[config.mk]
export PLATFORM = sky130hd
export DESIGN_NAME = mem_access_ctrl
export DESIGN_NICKNAME = d
export VERILOG_FILES = /design/src/rtl/mem_defs.sv /design/src/rtl/mem_load_align.sv /design/src/rtl/mem_access_ctrl.sv
export SDC_FILE = /design/constraint.sdc
export NUM_CORES = 1
export LEC_CHECK = 0
export ABC_AREA = 1
export ABC_CLOCK_PERIOD_IN_PS = 1810
export BUFFER_PORTS_ARGS = -buffer_cell sky130_fd_sc_hd__buf_4
export CORE_UTILIZATION = 51
export CTS_BUF_LIST = sky130_fd_sc_hd__clkbuf_8
export CTS_CLUSTER_SIZE = 28
export DETAILED_ROUTE_END_ITERATION = 8
export PLACE_DENSITY = 0.82
export REMOVE_ABC_BUFFERS = 1
export SYNTH_ARGS = -nofsm -noshare
export SYNTH_HDL_FRONTEND = slang
export SYNTH_SLANG_ARGS = --single-unit
[constraint.sdc]
create_clock -name clk -period 1.81 [get_ports clk]
set_clock_uncertainty 0.2 [all_clocks]
set_input_delay 0.362 -clock clk [delete_from_list [all_inputs] [get_ports clk]]
set_output_delay 0.362 -clock clk [all_outputs]
set_load 0.01 [all_outputs]
[src/rtl/mem_defs.sv]
// Shared definitions for the memory-stage controller: access codes, states,
// byte-enable patterns and the request legality check.
package mem_defs;

    localparam int unsigned DW = 32;

    localparam logic [2:0] OP_LB  = 3'b000;
    localparam logic [2:0] OP_LH  = 3'b001;
    localparam logic [2:0] OP_LW  = 3'b010;
    localparam logic [2:0] OP_LBU = 3'b100;
    localparam logic [2:0] OP_LHU = 3'b101;

    localparam logic [1:0] SZ_BYTE = 2'b00;
    localparam logic [1:0] SZ_HALF = 2'b01;
    localparam logic [1:0] SZ_WORD = 2'b10;

    localparam logic [3:0] BE_NONE    = 4'b0000;
    localparam logic [3:0] BE_BYTE0   = 4'b0001;
    localparam logic [3:0] BE_LO_HALF = 4'b0011;
    localparam logic [3:0] BE_HI_HALF = 4'b1100;
    localparam logic [3:0] BE_ALL     = 4'b1111;

    typedef enum logic [1:0] {
        ST_IDLE = 2'd0,
        ST_WAIT = 2'd1,
        ST_DONE = 2'd2
    } state_e;

    // Stores ignore op[2], so 110/111 only fail as loads; 111 also fails via size 11.
    function automatic logic op_legal(input logic is_load, input logic [2:0] op,
                                      input logic [1:0] lane);
        logic ok;
        ok = 1'b1;
        if (op[1:0] == 2'b11)                 ok = 1'b0;
        if (is_load && op[2] && op[1])        ok = 1'b0;
        if (op[1:0] == SZ_HALF && lane[0])    ok = 1'b0;
        if (op[1:0] == SZ_WORD && lane != 2'b00) ok = 1'b0;
        return ok;
    endfunction

endpackage

[src/rtl/mem_load_align.sv]
// Selects the addressed byte/halfword lane of a read word and sign- or
// zero-extends it to 32 bits.
module mem_load_align
    import mem_defs::*;
(
    input  logic [DW-1:0] rdata,
    input  logic [2:0]    op,
    input  logic [1:0]    lane,
    output logic [DW-1:0] data
);

    logic [7:0]  byte_sel;
    logic [15:0] half_sel;

    always_comb begin
        byte_sel = rdata[{lane, 3'b000} +: 8];
        half_sel = lane[1] ? rdata[31:16] : rdata[15:0];
        case (op)
            OP_LB:   data = {{24{byte_sel[7]}}, byte_sel};
            OP_LBU:  data = {24'h000000, byte_sel};
            OP_LH:   data = {{16{half_sel[15]}}, half_sel};
            OP_LHU:  data = {16'h0000, half_sel};
            default: data = rdata;
        endcase
    end

endmodule

[src/rtl/mem_access_ctrl.sv]
// Memory-stage controller: turns EX/MEM loads/stores into req/ack transactions,
// stalls the pipeline while outstanding and delivers aligned load data.
module mem_access_ctrl
    import mem_defs::*;
#(
    parameter int unsigned TIMEOUT = 16,
    parameter int unsigned TW      = 5
) (
    input  logic          clk,
    input  logic          rst,
    input  logic          MemRead,
    input  logic          MemWrite,
    input  logic [2:0]    MemOp,
    input  logic [DW-1:0] Addr,
    input  logic [DW-1:0] WriteData,
    output logic          Stall,
    output logic [DW-1:0] LoadData,
    output logic          Done,
    output logic          AddrErr,
    output logic          BusErr,
    output logic          MemReq,
    output logic          MemWe,
    output logic [DW-1:0] MemAddr,
    output logic [3:0]    MemBE,
    output logic [DW-1:0] MemWData,
    input  logic [DW-1:0] MemRData,
    input  logic          MemAck
);

    localparam logic [TW-1:0] CNT_LAST = TW'(TIMEOUT - 1);

    state_e        state;
    logic [2:0]    op_q;
    logic [1:0]    lane_q;
    logic          is_load_q;
    logic [TW-1:0] cnt;

    logic          req_c;
    logic          legal_c;
    logic [2:0]    op_c;
    logic [3:0]    be_c;
    logic [DW-1:0] wdata_c;
    logic [DW-1:0] align_data;

    mem_load_align u_align (
        .rdata (MemRData),
        .op    (op_q),
        .lane  (lane_q),
        .data  (align_data)
    );

    // Request decode; a simultaneous read and write is treated as a load.
    always_comb begin
        req_c   = MemRead | MemWrite;
        op_c    = MemRead ? MemOp : {1'b0, MemOp[1:0]};
        legal_c = op_legal(MemRead, MemOp, Addr[1:0]);
        be_c    = BE_ALL;
        wdata_c = WriteData;
        if (!MemRead) begin
            case (op_c[1:0])
                SZ_BYTE: begin
                    be_c    = BE_BYTE0 << Addr[1:0];
                    wdata_c = {4{WriteData[7:0]}};
                end
                SZ_HALF: begin
                    be_c    = Addr[1] ? BE_HI_HALF : BE_LO_HALF;
                    wdata_c = {2{WriteData[15:0]}};
                end
                default: ;
            endcase
        end
        Stall = (state == ST_WAIT) || (state == ST_IDLE && req_c && legal_c);
    end

    always_ff @(posedge clk) begin
        if (rst) begin
            state     <= ST_IDLE;
            MemReq    <= 1'b0;
            MemWe     <= 1'b0;
            MemBE     <= BE_NONE;
            MemAddr   <= '0;
            MemWData  <= '0;
            Done      <= 1'b0;
            AddrErr   <= 1'b0;
            BusErr    <= 1'b0;
            LoadData  <= '0;
            op_q      <= 3'b000;
            lane_q    <= 2'b00;
            is_load_q <= 1'b0;
            cnt       <= '0;
        end else begin
            Done    <= 1'b0;
            AddrErr <= 1'b0;
            BusErr  <= 1'b0;
            case (state)
                ST_IDLE: begin
                    if (req_c && legal_c) begin
                        state     <= ST_WAIT;
                        MemReq    <= 1'b1;
                        MemWe     <= ~MemRead;
                        MemAddr   <= {Addr[31:2], 2'b00};
                        MemBE     <= be_c;
                        MemWData  <= wdata_c;
                        op_q      <= op_c;
                        lane_q    <= Addr[1:0];
                        is_load_q <= MemRead;
                        cnt       <= '0;
                    end else if (req_c) begin
                        AddrErr <= 1'b1;
                    end
                end
                ST_WAIT: begin
                    if (MemAck) begin
                        MemReq <= 1'b0;
                        Done   <= 1'b1;
                        state  <= ST_DONE;
                        if (is_load_q) LoadData <= align_data;
                    end else if (TIMEOUT != 0 && cnt == CNT_LAST) begin
                        MemReq <= 1'b0;
                        BusErr <= 1'b1;
                        state  <= ST_IDLE;
                        cnt    <= '0;
                    end else begin
                        cnt <= cnt + TW'(1);
                    end
                end
                ST_DONE: state <= ST_IDLE;
                default: state <= ST_IDLE;
            endcase
        end
    end

endmodule
Word-level counts from Yosys, hierarchy flattened
Cells that the tools add are included.
Widths: inputs -> output; s select.
{ "op_classes": {"n_reduce_logical": 21, "add_sub_neg": 1, "n_mux": 27, "shifts": 2, "bitwise": 4, "n_eq_ne": 12} }
{ "op_table": {"columns": ["cell", "n"], "rows": [
  ["$pmux 32 s4", 1],
  ["$pmux 32 s2", 1],
  ["$mux 32", 1],
  ["$shiftx 32x6->8", 1],
  ["$mux 16", 1],
  ["$mux 5", 3],
  ["$mux 1", 10],
  ["$pmux 5 s2", 1],
  ["$reduce_and 3->1", 3],
  ["$mux 4", 2],
  ["$pmux 4 s2", 1],
  ["$logic_and 1x1->1", 7],
  ["$eq 2x1->1 const B", 3],
  ["$eq 3x3->1 const B", 2],
  ["$mux 2", 3],
  ["$reduce_or 3->1", 2],
  ["$add 5x1->5 const B", 1],
  ["$eq 5x4->1 const B", 1],
  ["$eq 2x2->1 const B", 2],
  ["$logic_not 2->1", 2],
  ["$pmux 2 s2", 1],
  ["$reduce_and 2->1", 2],
  ["$reduce_bool 2->1", 2],
  ["$shl 1x2->4 const A", 1],
  ["other kinds (11)", 13]
]} }
{ "word_totals": {"out_inout_bits": 106, "word_cells": 81, "reg_bits": 116} }

Logic depth before layout (Yosys ltp)
{ "logic_depth": {"ltp_word": 8, "mapped_depth": 9} }

Modules after synthesis
From an unflattened synthesis, not the netlist that was laid out.
{ "hier_totals": {"cells_unflattened": 847, "area_unflattened_um2": 5609.1} }
{ "by_module_without_submodules": {"columns": ["module", "instances", "area_each_um2", "cells_per_inst", "seq_area_each_um2"], "rows": [
  ["mem_access_ctrl", 1, 4810.9, 689, 2322.2],
  ["mem_load_align", 1, 798.3, 158, 0.0]
]} }

Worst setup path after synthesis
Ideal clock, no wire load.
{ "synth_timing": {"path_kind": "input port to output port", "start": "input port MemRead", "end": "output port Stall", "arrival_time_ns": 1.130, "path_buffers": 2, "slack_ns": 0.118, "path_stages": 6, "cell_sequence": "buf_4 nor2_1 nor2_2 nand3_4 buf_2 nand2_1"} }
{ "synth_between": {"elab_chain_cells": 7, "elab_cells_between_ends": 9, "classes_between": "3 x mux; 1 x bitwise; 5 x reduce/logical"} }
{ "synth_rtl": {"columns": ["element", "line_no", "source"], "rows": [
  ["start, declared", "mem_access_ctrl.sv:11", "input logic MemRead,"],
  ["$logic_and 1x1->1 (2 in a row)", "mem_defs.sv:35", "if (is_load && op[2] && op[1]) ok = 1'b0;"],
  ["$mux 1", "mem_defs.sv:35", null],
  ["$mux 1", "mem_defs.sv:36", "if (op[1:0] == SZ_HALF && lane[0]) ok = 1'b0;"],
  ["$mux 1", "mem_defs.sv:37", "if (op[1:0] == SZ_WORD && lane != 2'b00) ok = 1'b0;"],
  ["$logic_and 1x1->1 (*)", "mem_access_ctrl.sv:72", "Stall = (state == ST_WAIT) || (state == ST_IDLE && req_c && legal_c);"],
  ["$logic_or 1x1->1 (*)", "mem_access_ctrl.sv:72", null],
  ["end, declared", "mem_access_ctrl.sv:16", "output logic Stall,"]
]} }
Every way passes the cells marked *; elsewhere a longest branch is shown, timed or not.

Final worst setup path
{ "layout_timing": {"start": "register state[1]", "end": "output port Stall"} }
{ "layout_between": {"elab_chain_cells": 4, "elab_cells_between_ends": 5, "classes_between": "1 x eq/ne; 4 x reduce/logical"} }
{ "layout_rtl": {"columns": ["element", "line_no", "source"], "rows": [
  ["start, declared", "mem_access_ctrl.sv:32", "state_e state;"],
  ["start signal, assigned", "mem_access_ctrl.sv:77", "state <= ST_IDLE;"],
  ["start signal, assigned", "mem_access_ctrl.sv:98", "state <= ST_WAIT;"],
  ["start signal, assigned", "mem_access_ctrl.sv:116", "state <= ST_DONE;"],
  ["$logic_not 2->1", "mem_access_ctrl.sv:72", null],
  ["$logic_and 1x1->1 (2 in a row)", "mem_access_ctrl.sv:72", null],
  ["$logic_or 1x1->1 (*)", "mem_access_ctrl.sv:72", null]
]} }
Marked as above.

==> reports/summary.md <==
Wire length reported by the detailed router: 18900 um. The placed wire-length estimate after detailed placement is 12200 um, and the global-route wire length before repair is 30100 um. Area share of the largest cell type after synthesis: 41.4%. The logs give 41.4% for the sequential fraction of the synthesis area and 0.0232 ns for the minimum hold slack. Once routing completed, OpenROAD measured the worst setup slack at 0.0468 ns. Summed over all cells, the static leakage comes to 3.98 nW. Summing the areas of all compound-gate instances in the mapped netlist gives 10.8% of the synthesized area. The tools report the worst reg2reg path endpoint as LoadData[0]. The repair_antennas step left the layout with diodes totalling 0. In this run the horizontal extent of the chip is 107 um. TritonCTS built the clock tree. The completed layout was analyzed and its total power is 6.53 mW. The violation count after the first detailed-routing iteration is 511.

Data on the critical path is required at its endpoint by 1.25 ns. The fraction of synthesized area in multiplexers was 0%; the switching power summed over all nets was 1.97 mW. The final-report max-slew violation count came out at 0. The finished layout holds 1278 standard cells, fillers aside.

The internal power component came out at 4.56 mW. The clock period could shrink to 1.76 ns. The run gives 17 as the number of CTS-inserted buffers. Ranked by instance count, the synthesized netlist is headed by nand2_1, dfxtp_1, a21oi_1. The tools report the number of max-cap violations as 0.

The later pin in the worst-skew pair is clocked with a latency of 0.44 ns. After synthesis the cells add up to 0.00560 mm2. The die covers 0.0114 mm2. In the post-synthesis netlist, the biggest area contributors are dfxtp_1, nand2_1, a21oi_1, nand3_1, nor2_1. Dividing total power by cell area gives a power density of 789 mW/mm2. The worst-case IR drop observed on VDD is 0.541 mV. The switching power as a share of total power was 30.1%.

No sink is reached through more buffers than the 2 on the longest clock path. The fraction of final layout cells with drive strength greater than 1 came out at 26.1%. The post-synthesis async set-or-reset flop share works out to 0%. After global routing the overflow that remains totals 0. The clock network burns 37.4% of the power. The run finished with clean final reports. In this run the worst setup path terminates at Stall. On the worst path, the slowest cell contributes a delay of 0.39 ns. The tools report the number of global-route vias before repair as 6284. Counting buffers and inverters, the worst setup path is 4 cells deep. Of the total synthesized cell area, the portion taken by full adders, half adders and majority gates is 0.223%.

Using the TritonRoute via totals, the vias-per-cell ratio works out to 5.26. The routed wire length per instance is 14.8 um, and the number of sinks on the clock net is 116. The most common cell in the synthesized netlist is nand2_1. The synthesized netlist devotes 0.156% of its cell area to XOR and XNOR gates. Global routing used 33.6% of the available tracks across all layers. The worst setup path is launched from a register. The tools report the cell chosen for the clock root as clkbuf_8. The quantity of I/O buffers inserted on ports is 207, and the part of the cycle the worst path needs is 97.4%. The run gives 210 as the number of primary I/O pins. The floorplan core area came out at 0.0105 mm2. Setup violations remaining at the end of the flow were counted as 0. Kind of end point of the critical path: an output port. The signal on the critical path passes through inv_1 > nand2_1 > nand2_2 > buf_6.

For flop-to-flop paths, the worst setup slack is 0.11 ns. Entering global routing, the biggest net connects 82 pins. The tools report the final hold violation count as 0. The run gives 42.3% as the proportion of power drawn by flip-flops and latches.

The setup path with the least slack is of type reg2out. The synthesized design spends more area on one cell type than any other, namely dfxtp_1. Routability-driven placement finished with a final weighted congestion of 0.897.

The final route contains 6718 vias. The origin of the worst setup path was state[1]. For this run, design rule violations remaining after detail routing come to 0. Derived from the worst setup path, the maximum achievable clock frequency is 567 MHz.

Setup total negative slack on the finished layout was measured at 0 ns. Counting both buffers and inverters, the worst setup path holds a total of 2. Data arrives at the worst endpoint at 1.20 ns. After routing the design area is 0.00827 mm2. The top fanout value on the critical path came out at 3. For this configuration, the core starts out at a cell density of 53.3%. The initial antenna violation count was 0. Combinational logic is responsible for 20.3% of the overall power.

Vertical die dimension: 107 um. The cell count after synthesis came out at 874. The cell depth of the worst flop-to-flop path was 7.

The synthesis-to-layout area growth came out at 47.7%. For this run, the detailed router's first-pass iteration total came to 6. Among all stages on the critical path, the largest delay is contributed by dfxtp_2. The path class of the tightest hold or removal check is in2reg.

For this run, the number of Yosys warnings is 0. The number of synthesized flops with an enable pin is 0, and the post-layout utilization of the core is 78.7%. Number of cells after detailed placement: 1203.

The detail route stage leaves a number of antenna-violating nets equal to 0. The number of register bits inferred by synthesis was 116. On the critical path the largest part of the delay comes from flip-flops. The logs give 0.00741 mm2 for the instance area at placement and 37 for the row count. By area, the combinational part of the netlist is dominated by simple AND/OR/NAND/NOR gates. OpenSTA, run right after detailed placement, puts the worst setup slack at -0.0429 ns. The most used flip-flop cell after synthesis was dfxtp_1. Setup repair after global routing could not meet its margin everywhere. The clock edge transition at the registers on the reported setup and hold paths is 0.07 ns, and the total number of nets in the final design is 1234. In this run the number of H-tree levels came out at 4. The post-synthesis cell type count was 28. The startpoint of the worst-slack reg-to-reg timing path was lane_q[1]. In this run the mean area of a mapped cell was 6.41 um2. The area fraction in and, or, nand and nor cells after synthesis works out to 39.5%.
-- cell type report --
class                      count  area [um2]
multi-input combinational    661        2860
timing repair buffer         288        2340
sequential                   116        2330
fill                         814        2240
clock buffer                  18         248
inverter                      45         174
tap                          136         170
clock inverter                14         154
-- logic make-up (layout without fill, tap and decap cells) --
family	after synthesis	count (layout)
buffers and inverters	98	365
DFF	116	116
and+or+nand+nor	540	540
adders and majority gates	1	1
other	1	2
xor gates and xnor gates	1	1
AOI/OAI and AO/OA	117	117
-- layout by cell type, fill, tap and decap left out, drive strengths merged, types with 10 or more instances in the layout --
master,instances
buf,247
clkinv,10
inv,44
nor2,84
o21ai,25
nand3,78
dlygate4sd3,41
nand2,360
dfxtp,116
a21oi,88
clkbuf,18
-- power groups by stage --
stage / logic (mW) / registers [mW] / clock network, mW
after floorplan: 0.478 / 2.85 / 0
after global placement: 1.19 / 2.81 / 0
after detailed placement: 1.21 / 2.81 / 0
final: 1.32 / 2.76 / 2.44
after global routing: 1.44 / 2.77 / 2.58
after CTS: 1.29 / 2.75 / 2.46
-- flip-flops by register name (all words and copies together), names as in the netlist --
| name | cells |
|---|---|
| LoadData | 32 |
| MemWData | 32 |
| MemAddr | 30 |
| cnt | 5 |
| MemBE | 4 |
| op_q | 3 |
| lane_q | 2 |
| state | 2 |
| AddrErr | 1 |
| BusErr | 1 |
| Done | 1 |
| MemReq | 1 |
| MemWe | 1 |
| is_load_q | 1 |
-- routing by layer --
metal	part of all wire [%]	up-vias	track usage, %
met5	0	-	0
met4	2.9	0	15.1
met3	9.1	47	9.79
met2	49	325	57.1
met1	39	3061	38.9
li1	-	3285	-
-- worst reg2reg max path, cell delays in order (launching register included) --
cell	delay (ns)
dfxtp_1	0.36
buf_4	0.18
nand2_1	0.17
inv_1	0.10
nor2_1	0.28
nand2_1	0.10
nand3_1	0.13
a21oi_1	0.07
-- how the worst min path moves through the flow --
stage / to / slack [ns] / cells after the start / from
global route: LoadData[25] / 0.04 / 5 / MemRData[25]
finish: LoadData[25] / 0.02 / 5 / MemRData[25]
floorplan: cnt[4] / 0.22 / 2 / cnt[4]
detailed placement: cnt[4] / 0.23 / 2 / cnt[4]
CTS: LoadData[25] / 0.003 / 5 / MemRData[25]
global placement: cnt[4] / 0.23 / 2 / cnt[4]
-- timing repair --
item | 4_1_cts | 5_1_grt
endpoints found under the setup margin | 1 | 6
pin swaps | 1 | 2
resized for setup | 3 | 4
hold endpoints to repair | 42 | 0
hold buffers | 41 | 0
buffers inserted | 1 | 1
gates cloned | 0 | 0
No activity file was read; power rests on OpenSTA's default activity.
